==> src/rtl/dmem_ctrl.sv <==
// Multi-cycle data-memory controller: word-addressed storage with a fixed access
// latency, a core-freezing stall, and rejection of misaligned requests.
module dmem_ctrl #(
    parameter int N     = 64,
    parameter int DEPTH = 32,
    parameter int LAT   = 2
) (
    input  logic         clk,
    input  logic         reset,
    input  logic [N-1:0] DM_addr,
    input  logic [N-1:0] DM_writeData,
    input  logic         DM_writeEnable,
    input  logic         DM_readEnable,
    output logic [N-1:0] DM_readData,
    output logic         stall,
    output logic         misaligned
);

    localparam int AW = $clog2(DEPTH);
    localparam int CW = (LAT > 1) ? $clog2(LAT) : 1;

    localparam logic [1:0] IDLE = 2'd0;
    localparam logic [1:0] BUSY = 2'd1;
    localparam logic [1:0] DONE = 2'd2;

    logic [1:0]    r_state;
    logic [1:0]    w_state_nxt;
    logic [CW-1:0] r_cnt;
    logic [CW-1:0] w_cnt_nxt;
    logic [AW-1:0] r_idx;
    logic [N-1:0]  r_wdata;
    logic          r_wr;
    logic [N-1:0]  r_rdata;
    logic          r_mis;
    logic [N-1:0]  r_mem [DEPTH];

    logic          w_req;
    logic          w_aligned;
    logic          w_accept;
    logic          w_commit;
    logic          w_unused_addr;

    assign w_req         = DM_readEnable | DM_writeEnable;
    assign w_aligned     = (DM_addr[2:0] == 3'b000);
    assign w_accept      = (r_state == IDLE) & w_req & w_aligned;
    assign w_commit      = (r_state == BUSY) & (r_cnt == {CW{1'b0}});
    // High address bits are deliberately dropped so accesses wrap modulo DEPTH.
    assign w_unused_addr = ^DM_addr[N-1:AW+3];

    // Gated by reset so the core is released the instant reset asserts.
    assign stall       = reset & (w_accept | (r_state == BUSY));
    assign DM_readData = r_rdata;
    assign misaligned  = r_mis;

    // Next-state and latency-counter logic.
    always_comb begin
        w_state_nxt = r_state;
        w_cnt_nxt   = r_cnt;
        case (r_state)
            IDLE: begin
                if (w_accept) begin
                    w_state_nxt = BUSY;
                    w_cnt_nxt   = CW'(LAT - 1);
                end else begin
                    w_state_nxt = IDLE;
                end
            end
            BUSY: begin
                if (r_cnt == {CW{1'b0}}) begin
                    w_state_nxt = DONE;
                end else begin
                    w_cnt_nxt = r_cnt - CW'(1);
                end
            end
            DONE: begin
                w_state_nxt = IDLE;
            end
            default: begin
                w_state_nxt = IDLE;
                w_cnt_nxt   = {CW{1'b0}};
            end
        endcase
    end

    // FSM state, request latches, read data and misaligned pulse.
    always_ff @(posedge clk or negedge reset) begin
        if (!reset) begin
            r_state <= IDLE;
            r_cnt   <= {CW{1'b0}};
            r_idx   <= {AW{1'b0}};
            r_wdata <= {N{1'b0}};
            r_wr    <= 1'b0;
            r_rdata <= {N{1'b0}};
            r_mis   <= 1'b0;
        end else begin
            r_state <= w_state_nxt;
            r_cnt   <= w_cnt_nxt;
            r_mis   <= (r_state == IDLE) & w_req & ~w_aligned;
            if (w_accept) begin
                r_idx   <= DM_addr[AW+2:3];
                r_wdata <= DM_writeData;
                r_wr    <= DM_writeEnable;
            end
            if (w_commit && !r_wr) begin
                r_rdata <= r_mem[r_idx];
            end
        end
    end

    // Storage array; cleared on reset so a pending write is lost.
    always_ff @(posedge clk or negedge reset) begin
        if (!reset) begin
            for (int i = 0; i < DEPTH; i++) begin
                r_mem[i] <= {N{1'b0}};
            end
        end else if (w_commit && r_wr) begin
            r_mem[r_idx] <= r_wdata;
        end
    end

endmodule

==> config.mk <==
export PLATFORM = sky130hd
export DESIGN_NAME = dmem_ctrl
export DESIGN_NICKNAME = d
export VERILOG_FILES = /design/src/rtl/dmem_ctrl.sv
export SDC_FILE = /design/constraint.sdc
export NUM_CORES = 2
export LEC_CHECK = 0
export ABC_AREA = 1
export CORE_UTILIZATION = 40
export DETAILED_ROUTE_END_ITERATION = 16
export DONT_BUFFER_PORTS = 1
export GPL_TIMING_DRIVEN = 0
export HOLD_SLACK_MARGIN = 0.08
export PLACE_DENSITY = 0.51
export SYNTH_ARGS = -nofsm -noshare
export SYNTH_HDL_FRONTEND = slang
export SYNTH_SLANG_ARGS = --single-unit
==> constraint.sdc <==
create_clock -name clk -period 2.1 [get_ports clk]
set_input_delay 0.42 -clock clk [delete_from_list [all_inputs] [get_ports clk]]
set_output_delay 0.42 -clock clk [all_outputs]
set_load 0.05 [all_outputs]
---- After elaboration in Yosys (flattened, before gate mapping) ----
Index checks and enable logic that the tools add are counted.
word-level totals
  flip-flop bits (word level) ............. 2186
  output and inout bits ................... 66
  logic and storage cells ................. 76
operators by class
  $add $sub $neg .......................... 1
  magnitude comparators ................... 2
  equal/unequal tests ..................... 4
  multiplexer cells ....................... 12
  bitwise operators ....................... 11
  reductions and logical operators ........ 7
operators with widths
  operator               count
  $bwmux W2048           1
  $bmux W64 S5           1
  $demux W64 S5          1
  $mux W64               3
  $ge A6 B6 Y1 const B   1
  $lt A6 B1 Y1 const B   1
  $not A5 Y6             1
  $and A1 B1 Y1          5
  $ne A2 B2 Y1 const B   2
  $pmux W2 S2            1
  $logic_and A1 B1 Y1    3
  $logic_not A3 Y1       1
  $mux W1                3
  $not A1 Y1             3
  $pmux W1 S3            1
  $eq A2 B1 Y1 const B   1
  $eq A2 B2 Y1 const B   1
  $logic_not A2 Y1       1
  $mux W2                1
  $or A1 B1 Y1           2
  $reduce_and A2 Y1      1
  $logic_not A1 Y1       1
  $sub A1 B1 Y1 const B  1

---- Longest topological paths before layout ----
  depth after elaboration ................. 6
  depth in mapped cells ................... 14
  depth with buffers taken out ............ 11

---- Worst setup path after synthesis ----
OpenSTA, ideal clock, no wires.
  kind .................................... in2out
  from .................................... in DM_addr[1]
  to ...................................... out stall
  arrival ................................. 2160 ps
  required time ........................... 1680 ps
  slack ................................... -480 ps
  cell stages on the path ................. 4
  buffers on the path ..................... 1
  path through ............................ nor3_1 nand2_1 clkbuf_1 a21boi_0
between the ends
  longest elaborated chain between the ends .. 4
ends and longest elaborated chain
  item              RTL line  RTL
  from (decl)       10        input logic [N-1:0] DM_addr,
  $logic_not A3 Y1  44        assign w_aligned = (DM_addr[2:0] == 3'b000);
  $and A1 B1 Y1     45        assign w_accept = (r_state == IDLE) & w_req & w_aligned;
  $or A1 B1 Y1      51        assign stall = reset & (w_accept | (r_state == BUSY));
  $and A1 B1 Y1     51
  to (decl)         15        output logic stall,
No other way between the ends.

---- Final worst setup path ----
  from .................................... reg r_state[1]
  to ...................................... out stall
between the ends
  longest elaborated chain between the ends .. 5
  elaborated cells on any way between the ends .. 6
ends and longest elaborated chain
  item                        RTL line  RTL
  from (decl)                 26        logic [1:0] r_state;
  from (signal assigned)      96        r_state <= w_state_nxt;
  $logic_not A2 Y1            45
  $and A1 B1 Y1 (2 in a row)  45
  $or A1 B1 Y1 (*)            51
  $and A1 B1 Y1 (*)           51
Mark *: on every way between the ends. The rest lies on a longest branch, timed or not.

==> reports/qor.txt <==
Cts-stage hold buffer count -> 78
Post-synth top cells -> 6855 x nand2_1, 2186 x dfrtp_1, 2078 x o21ai_0
DR iter-0 viols -> 11830
Vias in the first global route -> 89300
Tightest Pin Transition -> 1286 ps
Gr usage total -> 36.42%
Outcome -> finished, violations left
Dpl ws -> -2385 ps
DRC errors left -> 0
Share of layout cells above drive strength 1 -> 12.17%
CTS tree -> done
Top-count cell post-synth -> nand2_1
Area of the multi-input gates -> 41010 µm²
Primary FF master, synth -> dfrtp_1
Initial Utilization -> 40.38%
Async S/R FF share, synth -> 100.0%
Final ANT Viol Nets -> 0
# placed instances -> 16450
Routing usage on met1 -> 48.34%
HP Class -> input pin to asynchronous set/reset pin
FF+latch area -> 54710 µm²
# rows -> 182
Post-synth EDFFs -> 0
WS Path Type -> register to output pin
Busiest grt layer -> met2
Final critical-path setup slack -> -573.3 ps
Post-synth cell types -> 17
Ys Warns -> 0
Root buffer cell -> clkbuf_16
Lkg Pwr -> 60.66 nW
Critical Path End Type -> output pin
Die height -> 501.0 µm
IO buf count -> 0
Fin. Hold Viols -> 712
Worst-Skew Late Latency -> 910 ps
Post-Layout Cell Count -> 17120
Fill count -> 24450
Max_slew headroom -> 14.29%
Post-synthesis sequential area ratio -> 54.93%
Area Overhead vs Synth -> 20.23%
Initial antenna violation count -> 39
M3 GR Usage -> 9.232%
Worst Skew -> 39.36 ps
First drt pass iteration count -> 8
Detailed Place HPWL -> 326.0 mm
Routed Wire Length -> 472.5 mm
MaxCap Viol Count -> 0
Pwr per Cell Area -> 1217 nW/µm²
Cts bufs inserted -> 240
Vias after detailed routing -> 94430
Met2 usage in global routing -> 54.81%
Core ar. -> 246600 µm²
Peak supply drop -> 1.050 mV
Routed len/inst -> 27.60 µm
CP Max Fanout -> 3
Ports -> 198
Hold slack -> -762.9 ps
Period utilization -> 127.3%
Failing checks -> hold timing, setup timing
Final-stage net count -> 13710
Clock Path Buffers -> 3
Clock Pin Slew Worst Setup and Hold Paths -> 60 ps
Seq cells post-synth -> 2186
Top cell type's share of synthesized area -> 54.93%
DR vias/cell -> 5.517
Post-layout util -> 48.55%
Required time of the critical path -> 1680 ps
First-pass GRT wire length -> 652.1 mm
Worst reg-to-reg setup slack -> -490 ps
Unrepaired setup endpoints after global routing -> yes
Reg2Reg Depth -> 17
Largest net degree at the start of global routing -> 210
Clock sinks -> 2186
Pwr Total -> 0.1457 W
GP Congestion -> 0.9595
Top post-synthesis cells by area -> dfrtp_1 55%, nand2_1 26%, o21ai_0 10%
Synthesized cell area -> 99590 µm²
Die area -> 251000 µm²
Data arrival time of the worst path -> 2250 ps
Crit path time final -> 2673 ps
Cell accounting for the most synthesized area -> dfrtp_1
Final slew viol count -> 0
Post-synth net total -> 13250
Chip width -> 501.0 µm
Congestion Overflow GR -> 0
Clock H-tree levels -> 4
Avg Cell Area, Syn -> 7.593 µm²
# setup viols final -> 2151
Post-Syn Instances -> 13120
Startpoint Class -> register
Fmax -> 374.1 MHz
critical path, stage by stage, from the launching register on:
cell       delay [ps]
dfrtp_1           410
nor2_4            140
o21ai_2            90
inv_2             100
nand2_8            80
clkbuf_16         190
a21boi_4          340
layout by cell type (no fill, tap or decap), drive strengths merged:
cell type	n
inv	196
nand2	6855
nand3	366
diode	35
nor3	13
a21oi	77
or2	58
dlygate4sd3	77
clkinvlp	10
o21ai	2078
bufinv	20
clkdlybuf4s15	1
nand4	12
buf	597
dfrtp	2186
bufbuf	5
clkbuf	956
nor2	209
a21boi	1
clkinv	54
state kept, by name, summed over array words and instances (netlist names):
name / count
r_cnt: 1
r_mem: 2048
DM_readData: 64
r_state: 2
misaligned: 1
r_idx: 5
r_wr: 1
r_wdata: 64
cell families after synthesis:
family	share of synthesized area [%]
AND/OR/NAND/NOR	29.02
buffers and inverters	5.210
AO/OA/AOI/OAI	10.84
flip-flops	54.93
power breakdown:
part           switching, W  internal [W]
sequential          0.00695        0.0506
clock                0.0188        0.0258
combinational        0.0314        0.0122
final cells by class:
cell class / count / area share (%)
Antenna cell: 35 / 0.07315
Buffer: 1068 / 6.568
Clock buffer: 350 / 5.941
Clock inverter: 89 / 0.8861
Inverter: 191 / 0.6249
Multi-Input combinational cell: 9669 / 34.25
Sequential cell: 2186 / 45.69
Tap cell: 3312 / 3.461
Timing Repair Buffer: 218 / 2.510
worst paths after layout:
check / startpoint / endpoint
max: r_state[1]$_DFFE_PN0P_ / stall
min: reset / r_mem[384]$_DFFE_PN0P_
max reg2reg: r_idx[0]$_DFFE_PN0P_ / DM_readData[59]$_DFFE_PN0P_
min reg2reg: r_mem[308]$_DFFE_PN0P_ / r_mem[308]$_DFFE_PN0P_
max in group asynchronous: reset / r_mem[1823]$_DFFE_PN0P_
min in group clk: DM_addr[2] / r_wdata[30]$_DFFE_PN0P_
metrics by stage:
step,setup TNS (ps),cell area (µm²)
global placement,-2067660,103700
floorplan,0,99590
global route,-710070,119700
detailed placement,-2969850,104300
CTS,-851680,115400
finish,-559970,119700
layer usage:
layer | vias up | share of wire (%) | wire [µm]
met5 | - | 0.018 | 83
met4 | 12 | 5.8 | 27260
met3 | 901 | 10 | 47520
met2 | 4435 | 44 | 206300
met1 | 46910 | 41 | 191400
li1 | 42180 | - | -
timing repair:
action,4_1_cts,5_1_grt
cloned,5,28
endpoints found under the hold margin,1112,969
resized for setup,771,1354
endpoints found under the setup margin,2859,2185
buffers inserted,15,74
pin swaps,7,76
Power figures use the tool's default switching activity.
